$ cat src/rtl/fmc_cfg_if.sv
// Configuration handshake bundle for fmc_div_sel_ctrl: requested M/N plus valid/ready.
// A transfer happens on a clk_out edge where cfg_valid and cfg_ready are both high.
interface fmc_cfg_if #(
  parameter int M_W = 2,
  parameter int N_W = 4
);
  logic           cfg_valid;
  logic           cfg_ready;
  logic [M_W-1:0] M;
  logic [N_W-1:0] N;

  modport master (output cfg_valid, M, N, input cfg_ready);
  modport slave  (input cfg_valid, M, N, output cfg_ready);
endinterface

$ cat src/rtl/fmc_div_sel_ctrl.sv
// FMDLL divider / phase-select controller: divides clk_out by N, steps Sel modulo M, frame-aligned reconfig.
// Optional macro FMC_LOCK_DET_EN: lock waits LOCK_FRAMES frames after each apply.
module fmc_div_sel_ctrl #(
  parameter int N_W         = 4,
  parameter int M_W         = 2,
  parameter int SEL_W       = 2,
  parameter int N_RST       = 4,
  parameter int M_RST       = 1,
  parameter int LOCK_FRAMES = 4
) (
  input  logic             clk_out,
  input  logic             rst_n,
  fmc_cfg_if.slave         cfg,
  output logic [N_W-1:0]   N_counter,
  output logic [M_W-1:0]   M_counter,
  output logic             DIV_N,
  output logic [SEL_W-1:0] Sel,
  output logic             frame_start,
  output logic             cfg_err,
  output logic             lock,
  output logic [1:0]       fsm_state
);

  typedef enum logic [1:0] {
    RUN   = 2'd0,
    PEND  = 2'd1,
    APPLY = 2'd2
  } state_t;

  // Largest M that both the Sel range and the M_W-bit register can hold.
  localparam int M_LIM_SEL = 1 << SEL_W;
  localparam int M_LIM_REG = (1 << M_W) - 1;
  localparam int M_MAX     = (M_LIM_SEL < M_LIM_REG) ? M_LIM_SEL : M_LIM_REG;

  if ((N_RST < 1) || (N_RST >= (1 << N_W)) || (M_RST < 1) || (M_RST > M_MAX) ||
      (LOCK_FRAMES < 1)) begin : g_bad_params
    $error("fmc_div_sel_ctrl: reset configuration or LOCK_FRAMES out of range");
  end

  state_t         state_q, state_d;
  logic [N_W-1:0] N_q, N_sh;
  logic [M_W-1:0] M_q, M_sh;
  logic           n_wrap, m_wrap, frame_end;
  logic           cfg_legal, capture, load, err_d;
  logic [N_W:0]   high_len;

  assign n_wrap    = (N_counter == N_q - N_W'(1));
  assign m_wrap    = (M_counter == M_q - M_W'(1));
  assign frame_end = n_wrap && m_wrap;
  assign cfg_legal = (cfg.N != '0) && (cfg.M != '0) && (int'(cfg.M) <= M_MAX);
  assign err_d     = (state_q == RUN) && cfg.cfg_valid && !cfg_legal;
  assign fsm_state = state_q;

  always_ff @(posedge clk_out or negedge rst_n) begin
    if (!rst_n) state_q <= RUN;
    else        state_q <= state_d;
  end

  always_comb begin
    state_d       = state_q;
    capture       = 1'b0;
    load          = 1'b0;
    cfg.cfg_ready = 1'b0;
    case (state_q)
      RUN: begin
        cfg.cfg_ready = 1'b1;
        if (cfg.cfg_valid && cfg_legal) begin
          capture = 1'b1;
          state_d = PEND;
        end
      end
      PEND: begin
        if (frame_end) begin
          load    = 1'b1;
          state_d = APPLY;
        end
      end
      APPLY:   state_d = RUN;
      default: state_d = RUN;
    endcase
  end

  // The new ratio loads on the frame-end edge, where both counters wrap to 0 anyway,
  // so APPLY is the first cycle of the new frame and no period is cut short.
  always_ff @(posedge clk_out or negedge rst_n) begin
    if (!rst_n) begin
      N_q         <= N_W'(N_RST);
      M_q         <= M_W'(M_RST);
      N_sh        <= N_W'(N_RST);
      M_sh        <= M_W'(M_RST);
      N_counter   <= '0;
      M_counter   <= '0;
      frame_start <= 1'b0;
      cfg_err     <= 1'b0;
    end else begin
      N_counter   <= n_wrap ? '0 : N_counter + N_W'(1);
      if (n_wrap) M_counter <= m_wrap ? '0 : M_counter + M_W'(1);
      frame_start <= frame_end;
      cfg_err     <= err_d;
      if (capture) begin
        N_sh <= cfg.N;
        M_sh <= cfg.M;
      end
      if (load) begin
        N_q <= N_sh;
        M_q <= M_sh;
      end
    end
  end

  // High phase is ceil(N/2) cycles; widened by one bit so N_q = 2^N_W-1 cannot overflow.
  assign high_len = ({1'b0, N_q} + (N_W + 1)'(1)) >> 1;
  assign DIV_N    = ({1'b0, N_counter} < high_len);

  if (SEL_W > M_W) begin : g_sel_ext
    assign Sel = {{(SEL_W - M_W){1'b0}}, M_counter};
  end else if (SEL_W == M_W) begin : g_sel_eq
    assign Sel = M_counter;
  end else begin : g_sel_trunc
    assign Sel = M_counter[SEL_W-1:0];
  end

`ifdef FMC_LOCK_DET_EN
  localparam int FC_W = $clog2(LOCK_FRAMES + 1);
  logic [FC_W-1:0] frame_cnt;

  always_ff @(posedge clk_out or negedge rst_n) begin
    if (!rst_n)                                            frame_cnt <= '0;
    else if (state_q == APPLY)                             frame_cnt <= '0;
    else if (frame_start && (frame_cnt != FC_W'(LOCK_FRAMES))) frame_cnt <= frame_cnt + FC_W'(1);
  end

  assign lock = (state_q == RUN) && (frame_cnt == FC_W'(LOCK_FRAMES));
`else
  logic rst_done;

  // Holds lock low for the first cycle out of reset.
  always_ff @(posedge clk_out or negedge rst_n) begin
    if (!rst_n) rst_done <= 1'b0;
    else        rst_done <= 1'b1;
  end

  assign lock = (state_q == RUN) && rst_done;
`endif

endmodule

$ cat src/flat_wrapper.sv
// flat-port wrapper written by rule: the top's interface ports become plain ports
module fmc_div_sel_ctrl_flat 
#(
  parameter int N_W         = 4,
  parameter int M_W         = 2,
  parameter int SEL_W       = 2,
  parameter int N_RST       = 4,
  parameter int M_RST       = 1,
  parameter int LOCK_FRAMES = 4
)
  (clk_out, rst_n, N_counter, M_counter, DIV_N, Sel, frame_start, cfg_err, lock, fsm_state, cfg_cfg_valid, cfg_M, cfg_N, cfg_cfg_ready);
  fmc_cfg_if #(.M_W(M_W), .N_W(N_W)) cfg_i ();
  input  logic clk_out;
  input  logic rst_n;
  output logic [N_W-1:0] N_counter;
  output logic [M_W-1:0] M_counter;
  output logic DIV_N;
  output logic [SEL_W-1:0] Sel;
  output logic frame_start;
  output logic cfg_err;
  output logic lock;
  output logic [1:0] fsm_state;
  input wire logic [$bits(cfg_i.cfg_valid)-1:0] cfg_cfg_valid;
  input wire logic [$bits(cfg_i.M)-1:0] cfg_M;
  input wire logic [$bits(cfg_i.N)-1:0] cfg_N;
  output wire logic [$bits(cfg_i.cfg_ready)-1:0] cfg_cfg_ready;
  assign cfg_i.cfg_valid = cfg_cfg_valid;
  assign cfg_i.M = cfg_M;
  assign cfg_i.N = cfg_N;
  assign cfg_cfg_ready = cfg_i.cfg_ready;
  fmc_div_sel_ctrl #(.N_W(N_W), .M_W(M_W), .SEL_W(SEL_W), .N_RST(N_RST), .M_RST(M_RST), .LOCK_FRAMES(LOCK_FRAMES)) u_core (.clk_out(clk_out), .rst_n(rst_n), .cfg(cfg_i), .N_counter(N_counter), .M_counter(M_counter), .DIV_N(DIV_N), .Sel(Sel), .frame_start(frame_start), .cfg_err(cfg_err), .lock(lock), .fsm_state(fsm_state));
endmodule
$ cat config.mk
export PLATFORM = sky130hd
export DESIGN_NAME = fmc_div_sel_ctrl_flat
export DESIGN_NICKNAME = d
export VERILOG_FILES = /design/src/rtl/fmc_cfg_if.sv /design/src/rtl/fmc_div_sel_ctrl.sv /design/src/flat_wrapper.sv
export SDC_FILE = /design/constraint.sdc
export NUM_CORES = 1
export LEC_CHECK = 0
export BUFFER_PORTS_ARGS = -buffer_cell sky130_fd_sc_hd__buf_2
export CELL_PAD_IN_SITES_DETAIL_PLACEMENT = 1
export CELL_PAD_IN_SITES_GLOBAL_PLACEMENT = 1
export CORE_ASPECT_RATIO = 0.75
export CORE_MARGIN = 5
export CORE_UTILIZATION = 40
export CTS_BUF_LIST = sky130_fd_sc_hd__clkbuf_8 sky130_fd_sc_hd__clkbuf_16
export DETAILED_ROUTE_END_ITERATION = 12
export GPL_ROUTABILITY_DRIVEN = 0
export PLACE_DENSITY_LB_ADDON = 0.1
export SETUP_SLACK_MARGIN = 0.05
export SYNTH_ARGS = -nofsm -noshare
export SYNTH_HDL_FRONTEND = slang
export SYNTH_SLANG_ARGS = --single-unit
$ cat constraint.sdc
create_clock -name clk_out -period 2.6 [get_ports clk_out]
set_input_delay 0.78 -clock clk_out [delete_from_list [all_inputs] [get_ports clk_out]]
set_output_delay 0.78 -clock clk_out [all_outputs]
set_load 0.01 [all_outputs]
==> summary by stage <==
Status
The flow ran to the end, but the final reports show violations. The final reports fail on negative setup slack.

Route
The residual antenna-violating net count after detailed routing is 0. The length of the first detailed-routing pass in iterations is 3. After detailed routing, the number of remaining DRC violations is 0.

The average vias per placed instance is 4.80. The detail-routed net length per standard cell is between 10 and 15 um. The routed layout has 778 vias. The number of violations reported at the end of detailed-routing iteration 0 is 6.

Summed over all layers, the routed wires come to 2340 um.

Synthesis
The register bit count reported by yosys is 23. Synthesis handed over a netlist of 97 instances. The summed instance area of the synthesized netlist is 0.00117 mm^2. A synthesized cell averages 12.1 um^2. Synthesis produced a netlist with a net count of 112.

The Yosys warning count is 0. The register area share after synthesis is 49.5%. In this run, distinct cell masters in the synthesized netlist total 27.

Setup path
By instance count, the cell type seen most on the critical path is sky130_fd_sc_hd__a21o_1. The endpoint required time on the critical path is 1.82 ns. The worst register-to-register path has a depth of 7. Walking the worst path, the cells encountered are ha_2 > xnor2_1 > ha_1 > a21o_1 > a21o_1 > a21oi_2 > buf_2.

The startpoint identified for the worst register-to-register timing path is u_core.N_q[0]. In this run the critical register-to-register path is captured at u_core.N_q[1]. The arrival time at the worst endpoint is about 1.9 ns. The startpoint type of the worst setup path is a register. The internal reg-to-reg setup slack is 0.27 ns.

The path type of the worst setup path is reg -> out. For this run, the slowest stage of the critical path takes ~0.4 ns. In this run the worst path has a maximum fanout of 2. The worst setup path is captured at a primary output.

The slowest stage cell on the critical path is sky130_fd_sc_hd__dfrtp_1.

Clock tree
The number of buffers added to fix hold violations after cts is 0. The clock-pin slew reported for the worst setup and hold paths after clock tree synthesis is ~0.08 ns. The clock latency on the worst-skew pair is 0.26 ns.

No sink is reached through more buffers than the 2 on the longest clock path. The number of clock buffers added by TritonCTS is 3. TritonCTS built the clock tree. The number of sinks on the clock net is 23. The cell sitting at the root of the clock tree is a sky130_fd_sc_hd__clkbuf_8. In this run the number of H-tree levels came out at 1.

Layout
In the final layout, the share of cells above drive strength 1 is 40.3%. Counting the fill cells in the layout gives ~330. The net count reported at finish is 140. The count of cells in the finished layout, fillers not included, comes to 162.

The antenna cell count is 0. From synthesis to final layout, the design area changed by 17.9%.

Global route
The most used routing layer in global routing is met2. The first-pass GRT wire length is 3860 um. The total global routing overflow is 0.

For met3 alone, demand over resource in global routing was 5.19%. The number of global-route vias before repair is between 800 and 900. For this run, global-route usage on met1 was measured as 14.8%.

Global routing consumed, over all layers together, 12.5% of the routing resources. The initial antenna violation count came to 0. Entering global routing, the biggest net connects 24 pins. Global routing used roughly a fifth of the available met2 tracks.

STA
The number of failing hold endpoints at the final stage is 0. Once routing completed, OpenROAD measured the worst setup slack at -0.0773 ns. Setup total negative slack on the finished layout was measured at -0.0773 ns. On the final layout, the worst clock skew is 0.00147 ns. Derived from the worst setup path, the maximum achievable clock frequency is approximately 370 MHz. The number of pins with negative max-slew slack in the final report is 0. Of the available clock period, the critical path in the final layout requires 103%.

The tightest slew margin relative to the limit is 60.8%. The final critical path time including I/O delays and setup is 2.68 ns. For the pin with the worst max-slew slack, the measured transition is approximately 0.6 ns. Setup repair after global routing could not meet its margin everywhere.

The number of setup violations in the final report is 1.

Power and ir drop
The maximum VDD drop is about 0.32 mV. The completed layout was analyzed and its total power is between 500 and 600 uW. Power spread over the standard cell area amounts to 427 mW/mm^2.

In this run the static leakage power is ~0.00066 uW.

Die
The width of the die is 72.5 um. The area of the die is 0.00413 mm^2. The starting density of the core is around two fifths. The floorplan step set the die height to 56.9 um.

The number of top-level pins is 24. Row generation in the floorplan step produced 17 rows. The floorplan step defined a core boundary enclosing 0.00287 mm^2.

Flow run
The tool flagged a number of max-cap violations equal to 0.

Place
The number of buffer cells added on primary ports is 23. Detailed placement finished with a half-perimeter wire length of 1690 um. Counting tap cells, the placed design contains a total of about 160 instances.

Hold path
The path class of the tightest hold or removal check is in -> async.
[worst max-delay path, delay by kind of cell (launching register included)]
family	cells	cell delay, ns
buffers and inverters	1	0.14
xor gates and xnor gates	1	0.12
AOI/OAI and AO/OA	3	0.48
DFF	1	0.39
adders and majority gates	2	0.51
[synthesized netlist by cell type (all sizes together)]
cell type	count	area (um^2)
mux2i	2	20.0
nand3	5	25.0
xnor3	1	26.3
nand2b	3	18.8
mux2	12	135
buf	3	26.3
ha	6	75.1
conb	1	3.75
nand2	2	7.51
o21bai	1	7.51
nor2b	4	25.0
nor3	3	20.0
nand3b	1	7.51
a21o	2	15.0
and2	1	6.26
nor2	8	30.0
xnor2	4	35.0
o21ai	2	10.0
xor2	5	43.8
dfstp	4	105
inv	4	15.0
dfrtp	19	475
a21oi	1	5.00
nor4	3	33.8
[routing by layer]
metal / up-vias / wire (um)
met5: - / 0
met2: 15 / 1150
li1: 381 / -
met1: 374 / 1010
met4: 0 / 59
met3: 8 / 122
[state kept, by name, indices dropped and copies added (netlist names)]
name                flops
u_core.cfg_err          1
u_core.fsm_state        2
u_core.rst_done         1
u_core.M_counter        2
u_core.frame_start      1
u_core.N_sh             4
u_core.M_q              2
u_core.N_counter        4
u_core.N_q              4
u_core.M_sh             2
[power by group]
group / internal [uW] / switching, uW
logic: 4.96 / 10.8
clock network: 105 / 110
registers: 358 / 0.141
[metrics by stage]
step                utilization [%]  setup slack [ns]  cell area [um^2]  hold WS, ns
finish                         48.1           -0.0773              1380        0.482
floorplan                         -             0.260              1170        0.475
global placement               45.8             0.232              1320        0.494
detailed placement             45.8             0.187              1320        0.499
CTS                            48.0           -0.0342              1380        0.483
global route                   48.1            -0.161              1380        0.513
[repair_timing]
action                                 4_1_cts  5_1_grt
buffers inserted                             2        0
setup endpoints to repair                    1        1
endpoints found under the hold margin        0        0
pin swaps                                    2        4
resized for setup                            1        1
[final cells by class]
cell class	count	area, um^2	area share (%)
inverter	4	15.0	1.09
tap	38	47.5	3.44
clock inverter	1	3.75	0.271
timing repair buffer	26	138	9.95
clock buffer	3	41.3	2.99
sequential	23	581	42.0
multi-input combinational	67	557	40.3
[layout by cell type (no fill, tap or decap)]
| master | count |
|---|---|
| sky130_fd_sc_hd__xor2_1 | 5 |
| sky130_fd_sc_hd__and2_1 | 1 |
| sky130_fd_sc_hd__xnor2_1 | 4 |
| sky130_fd_sc_hd__mux2i_1 | 2 |
| sky130_fd_sc_hd__nor2b_1 | 4 |
| sky130_fd_sc_hd__nor3_1 | 2 |
| sky130_fd_sc_hd__a21o_1 | 2 |
| sky130_fd_sc_hd__ha_2 | 1 |
| sky130_fd_sc_hd__nand2b_1 | 3 |
| sky130_fd_sc_hd__ha_1 | 5 |
| sky130_fd_sc_hd__dfrtp_1 | 19 |
| sky130_fd_sc_hd__conb_1 | 1 |
| sky130_fd_sc_hd__nor2_1 | 8 |
| sky130_fd_sc_hd__xnor3_4 | 1 |
| sky130_fd_sc_hd__buf_4 | 3 |
| sky130_fd_sc_hd__nor4_4 | 1 |
| sky130_fd_sc_hd__clkbuf_8 | 3 |
| sky130_fd_sc_hd__inv_1 | 5 |
| sky130_fd_sc_hd__a21oi_2 | 1 |
| sky130_fd_sc_hd__nand2_1 | 2 |
| sky130_fd_sc_hd__nand3_1 | 5 |
| sky130_fd_sc_hd__nor4_1 | 2 |
| sky130_fd_sc_hd__o21ai_0 | 2 |
| sky130_fd_sc_hd__nor3_2 | 1 |
| sky130_fd_sc_hd__buf_2 | 23 |
| sky130_fd_sc_hd__nand3b_1 | 1 |
| sky130_fd_sc_hd__mux2_2 | 12 |
| sky130_fd_sc_hd__o21bai_1 | 1 |
| sky130_fd_sc_hd__dfstp_2 | 4 |
[cells by family (layout without fill, tap and decap cells)]
family                   count (synthesis)  after routing  synth area share [%]
buffers and inverters                    7             34                  3.52
multiplexers                            14             14                  13.2
XOR/XNOR                                10             10                  8.96
AND/OR/NAND/NOR                         30             30                  14.8
adder cells (fa/ha/maj)                  6              6                  6.40
AO/OA/AOI/OAI                            6              6                  3.20
other                                    1              1                 0.320
flip-flops                              23             23                  49.5
[worst max-delay path by stage]
stage | from | end | slack (ns)
2_1_floorplan | u_core.N_q[0] | DIV_N | 0.26
3_3_place_gp | u_core.N_q[1] | DIV_N | 0.23
3_5_place_dp | u_core.N_q[1] | DIV_N | 0.19
4_1_cts | u_core.N_q[1] | DIV_N | -0.03
5_1_grt | u_core.N_q[0] | DIV_N | -0.16
6_report | u_core.N_q[0] | DIV_N | -0.08
Power figures use the tool's default switching activity.
